--- src/rtl/vc_injection_arbiter.sv ---
// Injection-side packet scheduler: shares one router local port between VC flit
// sources, granting whole packets by head priority with round-robin tie-break.

module vc_inj_lane (
  input  logic       i_valid,
  input  logic [3:0] i_hdr,
  output logic       o_head,
  output logic       o_tail,
  output logic [1:0] o_pri,
  output logic       o_bad_idle,
  output logic       o_bad_lock
);
  logic [1:0] w_type;
  assign w_type     = i_hdr[3:2];
  assign o_pri      = i_hdr[1:0];
  assign o_head     = i_valid && (w_type == 2'b01);
  assign o_tail     = i_valid && (w_type == 2'b11);
  assign o_bad_idle = i_valid && (w_type != 2'b01);
  // a locked owner may only send body or tail
  assign o_bad_lock = i_valid && ((w_type == 2'b01) || (w_type == 2'b10));
endmodule

module vc_injection_arbiter #(
  parameter int VC         = 4,
  parameter int DATA_WIDTH = 32
) (
  input  logic                     clk,
  input  logic                     rst,
  input  logic [VC*DATA_WIDTH-1:0] data_in_vec,
  input  logic [VC-1:0]            valid_in_vec,
  output logic [VC-1:0]            ready_in_vec,
  output logic [DATA_WIDTH-1:0]    data_out,
  output logic                     valid_out,
  output logic [$clog2(VC)-1:0]    vc_out,
  input  logic                     ready_out,
  output logic                     protocol_err
);
  localparam int VCW = $clog2(VC);

  typedef enum logic {S_IDLE = 1'b0, S_LOCKED = 1'b1} state_t;

  state_t                r_state, w_state_nxt;
  logic [VCW-1:0]        r_owner, r_rr_ptr, r_vc;
  logic [DATA_WIDTH-1:0] r_data;
  logic                  r_valid, r_err;

  logic [VC-1:0]         w_head, w_tail, w_bad_idle, w_bad_lock, w_ready;
  logic [VC-1:0][1:0]    w_pri;
  logic                  w_accept, w_found, w_err, w_xfer;
  logic [VCW-1:0]        w_win, w_src, w_sel;
  logic [VCW:0]          w_sum;
  logic [1:0]            w_best;
  logic [DATA_WIDTH-1:0] w_flit;

  for (genvar v = 0; v < VC; v++) begin : g_lane
    vc_inj_lane u_lane (
      .i_valid    (valid_in_vec[v]),
      .i_hdr      (data_in_vec[v*DATA_WIDTH+28 +: 4]),
      .o_head     (w_head[v]),
      .o_tail     (w_tail[v]),
      .o_pri      (w_pri[v]),
      .o_bad_idle (w_bad_idle[v]),
      .o_bad_lock (w_bad_lock[v])
    );
  end

  assign w_accept = !r_valid || ready_out;

  // Scan upward from rr_ptr; only a strictly higher priority displaces the
  // current pick, so equal priorities resolve to the first VC in scan order.
  always_comb begin
    w_found = 1'b0;
    w_win   = '0;
    w_best  = '0;
    w_sum   = '0;
    w_sel   = '0;
    for (int k = 0; k < VC; k++) begin
      w_sum = {1'b0, r_rr_ptr} + (VCW+1)'(k);
      if (w_sum >= (VCW+1)'(VC)) w_sum = w_sum - (VCW+1)'(VC);
      w_sel = w_sum[VCW-1:0];
      if (w_head[w_sel] && (!w_found || (w_pri[w_sel] > w_best))) begin
        w_found = 1'b1;
        w_win   = w_sel;
        w_best  = w_pri[w_sel];
      end
    end
  end

  always_comb begin
    w_state_nxt = r_state;
    w_ready     = '0;
    w_err       = 1'b0;
    case (r_state)
      S_IDLE: begin
        w_err = |w_bad_idle;
        if (w_found && w_accept) begin
          w_ready[w_win] = 1'b1;
          w_state_nxt    = S_LOCKED;
        end
      end
      S_LOCKED: begin
        w_err = w_bad_lock[r_owner];
        if (w_accept && !w_bad_lock[r_owner]) begin
          w_ready[r_owner] = 1'b1;
          if (w_tail[r_owner]) w_state_nxt = S_IDLE;
        end
      end
      default: w_state_nxt = S_IDLE;
    endcase
    if (!rst) begin
      w_ready     = '0;
      w_err       = 1'b0;
      w_state_nxt = S_IDLE;
    end
  end

  assign w_src  = (r_state == S_IDLE) ? w_win : r_owner;
  assign w_xfer = |(w_ready & valid_in_vec);

  always_comb begin
    w_flit = '0;
    for (int v = 0; v < VC; v++)
      if (w_src == VCW'(v)) w_flit = data_in_vec[v*DATA_WIDTH +: DATA_WIDTH];
  end

  always_ff @(posedge clk) begin
    if (!rst) r_state <= S_IDLE;
    else      r_state <= w_state_nxt;
  end

  always_ff @(posedge clk) begin
    if (!rst) begin
      r_valid  <= 1'b0;
      r_data   <= '0;
      r_vc     <= '0;
      r_rr_ptr <= '0;
      r_owner  <= '0;
      r_err    <= 1'b0;
    end else begin
      if (w_err) r_err <= 1'b1;
      if (w_xfer) begin
        r_data  <= w_flit;
        r_valid <= 1'b1;
        r_vc    <= w_src;
      end else if (ready_out) begin
        r_valid <= 1'b0;
      end
      if (w_xfer && (r_state == S_IDLE)) begin
        r_owner  <= w_win;
        r_rr_ptr <= (w_win == VCW'(VC-1)) ? '0 : w_win + 1'b1;
      end
    end
  end

  assign ready_in_vec = w_ready;
  assign data_out     = r_data;
  assign valid_out    = r_valid;
  assign vc_out       = r_vc;
  assign protocol_err = r_err;
endmodule

--- config.mk ---
export PLATFORM = sky130hd
export DESIGN_NAME = vc_injection_arbiter
export DESIGN_NICKNAME = d
export VERILOG_FILES = /design/src/rtl/vc_injection_arbiter.sv
export SDC_FILE = /design/constraint.sdc
export NUM_CORES = 1
export LEC_CHECK = 0
export ABC_CLOCK_PERIOD_IN_PS = 8029
export CORE_MARGIN = 2
export CORE_UTILIZATION = 38
export CTS_CLUSTER_DIAMETER = 80
export DETAILED_ROUTE_END_ITERATION = 8
export PLACE_DENSITY = 0.82
export SYNTH_ARGS = -nofsm -noshare
export SYNTH_HDL_FRONTEND = slang
export SYNTH_SLANG_ARGS = --single-unit
--- constraint.sdc ---
create_clock -name clk -period 8.03 [get_ports clk]
set_input_delay 1.606 -clock clk [delete_from_list [all_inputs] [get_ports clk]]
set_output_delay 1.606 -clock clk [all_outputs]
set_load 0.005 [all_outputs]
# [Yosys cells after proc, flatten, opt, wreduce, memory -nomap -nowiden]
# Cells that the tools add are included.
[totals] output_inout_bits=40 reg_bits=41
[classes] n_lt_le_gt_ge=15 eq_ne=20 muxes=57 n_addsub=8 n_bitwise=2 n_reduce_logical=41
[op_table] operator="$mux 32" n=4
[op_table] operator="$mux 2" n=17
[op_table] operator="$logic_and 1x1->1" n=24
[op_table] operator="$eq 2x2->1 const B" n=11
[op_table] operator="$lt 2x3->1 const B" n=6
[op_table] operator="$mux 1" n=18
[op_table] operator="$bmux 2 s2" n=4
[op_table] operator="$bmux 1 s2" n=6
[op_table] operator="$mux 4" n=3
[op_table] operator="$eq 2x1->1 const B" n=5
[op_table] operator="$ge 3x3->1 const B" n=3
[op_table] operator="$logic_or 1x1->1" n=8
[op_table] operator="$ne 2x1->1 const B" n=4
[op_table] operator="$pmux 4 s2" n=1
[op_table] operator="$reduce_or 4->1" n=2
[op_table] operator="$sub 2x1->2 const B" n=4
[op_table] operator="$add 2x2->3 const B" n=2
[op_table] operator="$gt 2x2->1" n=3
[op_table] operator="$logic_not 1->1" n=5
[op_table] operator="$and 4x4->4" n=1
[op_table] operator="$demux 1 s2" n=2
[op_table] operator="$ge 2x1->1 const B" n=2
[op_table] operator="$pmux 1 s2" n=2
[op_table] operator="$add 2x1->3 const B" n=1
[op_table] operator="other kinds (5)" n=5

# [Longest topological paths before layout]
# Gate-level depths: netlist of run 1.
[logic_depth] depth_word=27 ltp_mapped=40 ltp_nobuf=37

# [Hierarchy]
# A second synthesis of run 1 with hierarchy kept.
[hier_totals] cells_unflattened=465 area_unflattened_um2=3860.0
[modules_own_cells] mod="vc_injection_arbiter" instances=1 area_per_inst_um2=3569.7 cells_per_inst=429 seq_area_each_um2=820.8
[modules_own_cells] mod="vc_inj_lane" instances=4 area_per_inst_um2=72.6 cells_per_inst=9 seq_area_each_um2=0.0

# [Least setup slack after synthesis of run 1]
# No wires, ideal clock.
[synth_path] kind="in2out" from="in data_in_vec[63]" to="out ready_in_vec[1]" path_slack_ps=-458 arrival_ps=6882 path_stages=30 path_buffers=1 cell_sequence="inv_1 ha_1 clkbuf_1 nand3_1 nand2_1 nand2b_1 nor2_1 o21ai_0 ha_1 nor2b_1 o21a_1 o21bai_1 nand2_1 mux2_2 ha_1 nor2b_1 o21ai_0 a311o_1 and2_1 o21ai_0 ha_1 nor2b_1 o21ai_0 a31oi_4 a31o_2 a21oi_1 inv_1 ha_1 a22oi_1 nor2b_1"
[synth_between] elab_chain_cells=24 word_cells_on_any_way=50
[synth_lines] item="start: declaration" line_no="29" source="input logic [VC*DATA_WIDTH-1:0] data_in_vec,"
[synth_lines] item="$eq 2x1->1 *" line_no="16" source="assign o_head = i_valid && (w_type == 2'b01);"
[synth_lines] item="$logic_and 1x1->1 *" line_no="16"
[synth_lines] item="$bmux 1 s2" line_no="81" source="if (w_head[w_sel] && (!w_found || (w_pri[w_sel] > w_best))) begin"
[synth_lines] item="$mux 1 (implied by the code)" line_no="81"
[synth_lines] item="$mux 2 or $mux 1 (tied branches)" line_no="81"
[synth_lines] item="$gt 2x2->1 or $logic_not 1->1 (tied branches)" line_no="81"
[synth_lines] item="$logic_or 1x1->1" line_no="81"
[synth_lines] item="$logic_and 1x1->1" line_no="81"
[synth_lines] item="[... 9 more ...]"
[synth_lines] item="named net w_win[0]" line_no="50" source="logic [VCW-1:0] w_win, w_src, w_sel;"
[synth_lines] item="$lt 2x3->1 (implied by the code) or $ge 2x1->1 (tied branches)" line_no="97" source="w_ready[w_win] = 1'b1;"
[synth_lines] item="$logic_and 1x1->1 (implied by the code)" line_no="97"
[synth_lines] item="$mux 1 (implied by the code)" line_no="97"
[synth_lines] item="$demux 1 s2 *" line_no="97"
[synth_lines] item="$mux 4 *" line_no="96" source="if (w_found && w_accept) begin"
[synth_lines] item="$pmux 4 s2 *" line_no="93" source="case (r_state)"
[synth_lines] item="$mux 4 *" line_no="110" source="if (!rst) begin"
[synth_lines] item="end: declaration" line_no="31" source="output logic [VC-1:0] ready_in_vec,"
# Mark *: on every way through the listed nets, which the timed path passes. The rest lies on a longest branch. The select of a mux whose other input is x is not followed.

# [Worst setup path in the final report of run 1]
[layout_path] from="in data_in_vec[29]" to="out ready_in_vec[2]"
[layout_between] elab_chain_cells=22 word_cells_on_any_way=37
[layout_lines] item="$bmux 2 s2" line_no="84" source="w_best = w_pri[w_sel];"
[layout_lines] item="$mux 2 (implied by the code)" line_no="84"
[layout_lines] item="$mux 2" line_no="81"
[layout_lines] item="$gt 2x2->1" line_no="81"
[layout_lines] item="$logic_or 1x1->1" line_no="81"
[layout_lines] item="$logic_and 1x1->1" line_no="81"
[layout_lines] item="$mux 2 or $mux 1 (tied branches)" line_no="81"
[layout_lines] item="$gt 2x2->1 or $logic_not 1->1 (tied branches)" line_no="81"
[layout_lines] item="[... 6 more ...]"
[layout_lines] item="$mux 2" line_no="81"
[layout_lines] item="$lt 2x3->1 (implied by the code) or $ge 2x1->1 (tied branches)" line_no="97"
[layout_lines] item="$logic_and 1x1->1 (implied by the code)" line_no="97"
[layout_lines] item="$mux 1 (implied by the code)" line_no="97"
[layout_lines] item="$demux 1 s2" line_no="97"
[layout_lines] item="$mux 4 *" line_no="96"
[layout_lines] item="$pmux 4 s2 *" line_no="93"
[layout_lines] item="$mux 4 *" line_no="110"
# Mark *: on every way between the ends. The rest lies on a longest branch, timed or not. The select of a mux whose other input is x is not followed.

==> impl_summary.txt, run 1 <==
----------------------------------------------------
[Synthesis]
  Post-synthesis sequential area ratio ... 22.1%
  Count of unique library cells instantiated by Yosys ... 62
  Largest area contributor in the netlist ... dfxtp_1
  Top post-synthesis cells by area ... dfxtp_1 (22%), mux2i_1 (18%), a221oi_2 (7.3%)
  Count of mapped cells out of synthesis ... 412
  Post-synth ARST share ... 0%
  Cell types with the highest counts after synthesis ... mux2i_1 (68), o21ai_0 (43), dfxtp_1 (41), nand2_1 (26)
  Combined area of all synthesized cells ... 3710 um2
  Synthesized area per cell ... 9.00 um2
  Leading register cell type out of synthesis ... dfxtp_1
  Post-synth EDFFs ... 0
  Library cell with the highest instance count after synthesis ... mux2i_1
  Portion of synthesized cell area occupied by the leading cell type ... 22.1%
  Syn. warnings ... 0
  Flops & latches, synth ... 41
  Net count after synthesis ... 565

[GRT]
  Met1 usage in global routing ... 29.9%
  Number of global-route vias before repair ... 4296
  Initial antenna violation count ... 0
  Grt peak-use layer ... met2
  Met3 usage ... 5.29%
  Largest net degree at the start of global routing ... 48
  Global-route wire length before repair ... 21.1 mm
  M2 GR Usage ... 45.1%
  Total global-route track usage ... 25.4%
  Total congestion overflow after global routing ... 0

[Route]
  Routed wirelength normalized by instance count ... 17.7 um
  Post-detailed-route via-to-cell ratio ... 5.45
  Initial DRC count ... 206
  First-pass iteration count of the detailed router ... 5
  DR vias ... 4272
  DRC errors left ... 0
  Sum of routed wire length over all layers ... 13.9 mm
  Antenna violation net count after detailed routing ... 0

[Die]
  Placement row count ... 36
  Die Span Y ... 103 um
  Number of top-level pins ... 175
  Area inside the core boundary ... 9640 um2
  Horizontal extent of the die ... 103 um
  Initial core utilization ... 38.4%
  Die area ... 10600 um2

[Clock tree]
  Root Buffer Master ... clkbuf_8
  H-tree depth reported by CTS ... 2
  Number of hold-repair buffers added at the cts stage ... 0
  Clock transition at the registers of the reported paths ... 0.08 ns
  Skew-Pair Late Insertion Delay ... 0.29 ns
  Clock tree from TritonCTS ... yes
  Total clock buffers created by CTS ... 5
  Number of buffers between clock root and the deepest sink ... 2
  Sink Count ... 41

[Layout]
  Area grow syn2layout ... 79.1%
  Total area of multi-input combinational cells ... 3020 um2
  Count of fill cells added during filler insertion ... 736
  FF+latch area ... 821 um2
  Share of layout cells above drive strength 1 ... 31.6%
  # nets final ... 803
  Non-filler cells, final ... 784
  Number of antenna diodes ... 0

[STA]
  Final Skew ... 0.00822 ns
  Period utilization ... 102%
  Final period demand of the worst path ... 8.17 ns
  Highest achievable clock rate ... 122 MHz
  Slew headroom ... 22.5%
  RSZ-0062 raised after global routing ... true
  Tightest Pin Transition ... 1.16 ns
  PnR worst setup slack ... -0.144 ns
  Final max-slew violation count ... 0
  Final Hold Viols ... 0
  Final number of setup-violating endpoints ... 3

[Worst setup path]
  WS Path Type ... in -> out
  Worst path max stage delay ... 0.34 ns
  Worst Setup End Kind ... output port
  Slowest library cell on the worst path ... mux2_4
  Crit Path Max Fanout ... 4
  Crit start category ... input pin
  Required time at the endpoint of the critical path ... 6.42 ns
  CP arrival ... 6.57 ns
  Top Family by Delay on Critical Path ... compound AO/OA/AOI/OAI gates
  Sum of buffers and inverters on the critical path ... 5

[Power]
  Sequential share of power ... 23.7%
  Cell leakage power ... 2.73 nW
  Clk pwr share ... 15.4%
  Share of total power in combinational logic ... 60.9%
  Largest voltage drop on the vdd net ... 0.0968 mV
  Net switching share of the total power ... 36.5%
  Cell-internal power ... 0.000691 W
  P per Cell Area ... 164 nW/um2
  Net Switching ... 0.000397 W
  Total power draw ... 0.00109 W

[Hold path]
  Tightest Hold Check Type ... reg -> reg

[Run]
  Max cap viols ... 0

[Place]
  Routability congestion estimate from global placement ... 0.923
  Hpwl dp ... 9.79 mm
  Port-buffer cells ... 174
  Placed Instances ... 745

[Outcome]
  Violations in the final reports ... setup timing
  Run status ... finished, violations left

----------------------------------------------------
through the flow:
stage	instance area (um2)	utilization [%]	setup TNS (ns)	worst slack (ns)	hold WS [ns]
3_5_place_dp	5930	61.5	-24.42	-1.10	0.457
3_3_place_gp	5930	61.5	-17.25	-0.941	0.450
5_1_grt	6640	68.9	-1.40	-0.312	0.521
6_report	6640	68.9	-0.413	-0.144	0.470
4_1_cts	6490	67.3	-0.0433	-0.0203	0.474
2_1_floorplan	3730	-	0	0.00721	0.464
cell families (layout without fill, tap and decap cells):
family	count (synthesis)	after routing	synth area share [%]
adders and majority gates	18	18	6.08
muxes	78	78	21.9
DFF	41	41	22.1
buffers and inverters	53	291	7.56
and+or+nand+nor	84	85	12.2
AOI/OAI and AO/OA	138	138	30.1
path summary, 6_finish.rpt:
kind	cells past startpoint	slack, ns	startpoint	to
max	30	-0.14	data_in_vec[29]	ready_in_vec[2]
min	1	0.47	protocol_err$_SDFFE_PN0P_	protocol_err$_SDFFE_PN0P_
max reg2reg	34	0.70	r_rr_ptr[0]$_SDFFE_PN0P_	data_out[11]$_SDFFE_PN0P_
min reg2reg	1	0.47	protocol_err$_SDFFE_PN0P_	protocol_err$_SDFFE_PN0P_
worst register-to-register path: cells and delay by family (launching register included):
family / cells / cell delay, ns
buf+inv: 5 / 0.75
fa+ha+maj: 4 / 0.99
flops: 1 / 0.71
mux: 2 / 0.66
simple gates: 10 / 1.91
compound gates: 13 / 2.16
sequential cells by signal, summed over array words and instances (netlist names):
signal        count
data_out         32
r_owner           2
r_rr_ptr          2
vc_out            2
protocol_err      1
r_state           1
valid_out         1
placed cells by master (no fill, tap or decap), types with 3 or more instances in the layout:
cell               n
clkbuf_8           5
buf_2              7
nor2_1             6
a211oi_1           4
o21a_1             4
a221oi_1          10
a21oi_4            3
mux2i_1           65
nor2b_4            4
mux2_4             5
nor3_1             5
o22ai_1            3
buf_6              9
a21oi_1           10
a22oi_1            6
ha_1               7
nor2b_1           12
and3_1             6
a221oi_2          18
dfxtp_1           41
nand2b_1           5
and3b_1            3
ha_4              11
inv_1              8
nand2_2            6
inv_2              4
nand2_1           18
nand3_1            4
o21ai_0           37
clkdlybuf4s15_1    3
dlygate4sd2_1      8
clkdlybuf4s50_1  150
a221o_1            4
buf_4             85
o21ai_2            4
power groups by stage:
stage               sequential, W  clock [W]  combinational [W]
floorplan                0.000254          0           0.000334
detailed placement       0.000261          0           0.000544
CTS                      0.000257   0.000173           0.000622
global route             0.000261   0.000182           0.000705
global placement         0.000260          0           0.000533
finish                   0.000258   0.000168           0.000662
metal layers:
metal | up-vias | part of all wire, %
met2 | 215 | 52
met3 | 36 | 7.1
met4 | 0 | 3.0
met5 | - | 0
met1 | 1983 | 38
li1 | 2038 | -
cell type report:
| cell class | count | area share [%] |
|---|---|---|
| multi-input cells | 319 | 45.4 |
| repair buffers | 267 | 36.9 |
| flip-flops and latches | 41 | 12.4 |
| well taps | 133 | 2.51 |
| inverters | 16 | 1.13 |
| clock buffers | 6 | 1.09 |
| clock inverters | 2 | 0.584 |
repair_timing:
item,4_1_cts,5_1_grt
resized for setup,132,29
buffers inserted,21,11
endpoints found under the setup margin,37,37
cloned,0,1
pin swaps,32,22
hold endpoints to repair,0,0
No activity file was read; power rests on OpenSTA's default activity.
==> inputs of run 2 (changes only) <==
- CORE_ASPECT_RATIO: default -> 0.6
==> impl_summary.txt, run 2 (synthesis gave the netlist of run 1 again) <==
----------------------------------------------------
[Outcome]
  Run status ... finished, violations left
  Violations in the final reports ... setup timing

[STA]
  Highest achievable clock rate ... 119 MHz (-2.5%)
  Final max-slew violation count ... 0 (unchanged)
  RSZ-0062 raised after global routing ... true
  Tightest Pin Transition ... 0.921 ns (-0.235 ns)
  Final number of setup-violating endpoints ... 4 (+1)
  Final Hold Viols ... 0 (unchanged)
  Slew headroom ... 38.3% (+16 points)
  Final period demand of the worst path ... 8.39 ns (+0.213 ns)
  PnR worst setup slack ... -0.357 ns (-0.213 ns)
  Final Skew ... 0.0108 ns (+0.00261 ns)
  Period utilization ... 104% (+2.7 points)

[Route]
  DR vias ... 4764 (+12%)
  DRC errors left ... 0 (unchanged)
  Initial DRC count ... 378 (+83%)
  First-pass iteration count of the detailed router ... 6 (+1)
  Post-detailed-route via-to-cell ratio ... 5.87 (+7.8%)
  Antenna violation net count after detailed routing ... 0 (unchanged)
  Routed wirelength normalized by instance count ... 21.8 um (+23%)
  Sum of routed wire length over all layers ... 17.7 mm (+28%)

[Run]
  Max cap viols ... 0 (unchanged)

[Worst setup path]
  CP arrival ... 6.78 ns (+0.21 ns)
  WS Path Type ... in -> out
  Terminus of the critical flop-to-flop path ... data_out[12]$_SDFFE_PN0P_
  Reg2Reg Setup Slack ... 0.62 ns (-0.08 ns)
  Slowest library cell on the worst path ... nor2b_4
  Crit start category ... input pin
  Worst reg2reg path depth ... 34 (unchanged)
  Crit Path Max Fanout ... 4 (unchanged)
  Most repeated library cell on the critical path ... buf_4
  Worst Setup End Kind ... output port
  Worst path max stage delay ... 0.17 ns (-0.17 ns)
  FF-to-FF Start ... r_rr_ptr[0]$_SDFFE_PN0P_
  Required time at the endpoint of the critical path ... 6.42 ns (about the same)

[Clock tree]
  Number of hold-repair buffers added at the cts stage ... 0 (unchanged)
  Sink Count ... 41 (unchanged)
  Root Buffer Master ... clkbuf_16
  Number of buffers between clock root and the deepest sink ... 2 (unchanged)
  Skew-Pair Late Insertion Delay ... 0.30 ns (about the same)
  H-tree depth reported by CTS ... 2 (unchanged)
  Clock transition at the registers of the reported paths ... 0.06 ns (-0.02 ns)
  Clock tree from TritonCTS ... yes
  Total clock buffers created by CTS ... 5 (unchanged)

[Layout]
  Area grow syn2layout ... 86.1%
  Post-route core utilization ... 74.0% (+5.1 points)
  Leading cell type in the layout, fill and taps excluded ... clkdlybuf4s50_1
  Share of layout cells above drive strength 1 ... 34.5% (+2.9 points)
  # nets final ... 834 (+3.9%)
  Design Area, Final ... 6900 um2 (+3.9%)
  Number of antenna diodes ... 0 (unchanged)
  Max FFs per register ... 32 (unchanged)
  Non-filler cells, final ... 811 (+3.4%)
  Commonest cells after routing, fill and taps aside ... clkdlybuf4s50_1 (151), buf_4 (116), mux2i_1 (66)

[Place]
  Hpwl dp ... 10.8 mm (+9.9%)
  Port-buffer cells ... 174 (unchanged)
  Area after DPL ... 5880 um2 (-0.95%)
  Placed Instances ... 735 (-1.3%)
  DP Worst Slack ... -1.27 ns (-0.177 ns)
  Routability congestion estimate from global placement ... 0.946 (+2.5%)

[Die]
  Number of top-level pins ... 175 (unchanged)
  Area inside the core boundary ... 9320 um2 (-3.3%)
  Initial core utilization ... 39.7% (+1.3 points)
  Die area ... 10600 um2 (+0.25%)
  Die Span Y ... 80.5 um (-22%)
  Horizontal extent of the die ... 131 um (+28%)
  Placement row count ... 27 (-25%)

[GRT]
  Largest net degree at the start of global routing ... 48 (unchanged)
  Number of global-route vias before repair ... 4678 (+8.9%)
  Global-route wire length before repair ... 26.3 mm (+24%)
  Initial antenna violation count ... 0 (unchanged)
  Total congestion overflow after global routing ... 0 (unchanged)
  Total global-route track usage ... 31.6% (+6.2 points)

[Hold path]
  Worst hold path depth ... 1 (unchanged)
  Hold Crit Start ... protocol_err$_SDFFE_PN0P_
  Tightest Hold Check Type ... reg -> reg
  Worst Hold End ... protocol_err$_SDFFE_PN0P_

[Power]
  P per Cell Area ... 168 nW/um2 (+2.3%)
  Cell leakage power ... 2.88 nW (+5.6%)
  Largest voltage drop on the vdd net ... 0.107 mV (+10%)
  Total power draw ... 0.00116 W (+6.3%)

----------------------------------------------------
## run 2: cell types whose count changed in the layout (fill, tap and decap cells not counted), moves of 2 or more
cell       before  now
buf_2           7    4
buf_4          85  116
clkbuf_16       0    5
clkbuf_2        1    3
clkbuf_8        5    1
inv_6           2    0
## run 2: routing by layer
layer	part of all wire [%]	track usage [%]	vias up	wire, um
met5	0	0	-	0
met4	3.8	12.3	0	680
met3	10	8.02	70	1830
met2	46	53.1	333	8120
met1	40	39.4	2250	7080
li1	-	-	2111	-
## run 2: timing repair
item | 4_1_cts | 5_1_grt
endpoints found under the setup margin | 38 | 38
gates resized for setup | 129 | 23
pin swaps | 30 | 19
cloned | 0 | 1
buffers inserted | 62 | 9
## run 2: worst max path at each step
stage,start,endpoint,slack (ns),cells after the start
6_report,data_in_vec[30],ready_in_vec[1],-0.36,41
5_1_grt,data_in_vec[94],ready_in_vec[3],-0.48,30
4_1_cts,data_in_vec[31],ready_in_vec[1],-0.13,36
3_5_place_dp,data_in_vec[126],ready_in_vec[2],-1.27,30
3_3_place_gp,data_in_vec[126],ready_in_vec[1],-0.93,28
2_1_floorplan,data_in_vec[63],ready_in_vec[1],0.007,30
## run 2: cell type report
type	count	area (um2)
multi-input combinational	319	3020
timing repair buffer	298	2690
fill	617	2430
sequential	41	821
tap	130	163
clock buffer	6	139
inverter	16	65.1
clock inverter	1	7.51
## run 2: power by group
group | internal [W] | switching (W)
logic | 0.000364 | 0.000319
registers | 0.000234 | 0.0000259
clock network | 0.000122 | 0.0000912
## run 2: worst max-delay path, delay by kind of cell
family	cells	cell delay [ns]
fa+ha+maj	2	0.30
buf+inv	32	4.08
compound gates	2	0.23
simple gates	5	0.54
## run 2: stage by stage
| step | TNS (ns) | hold slack [ns] |
|---|---|---|
| floorplan | 0 | 0.464 |
| global placement | -14.66 | 0.455 |
| detailed placement | -29.37 | 0.461 |
| CTS | -0.310 | 0.480 |
| global route | -3.81 | 0.524 |
| finish | -1.35 | 0.474 |
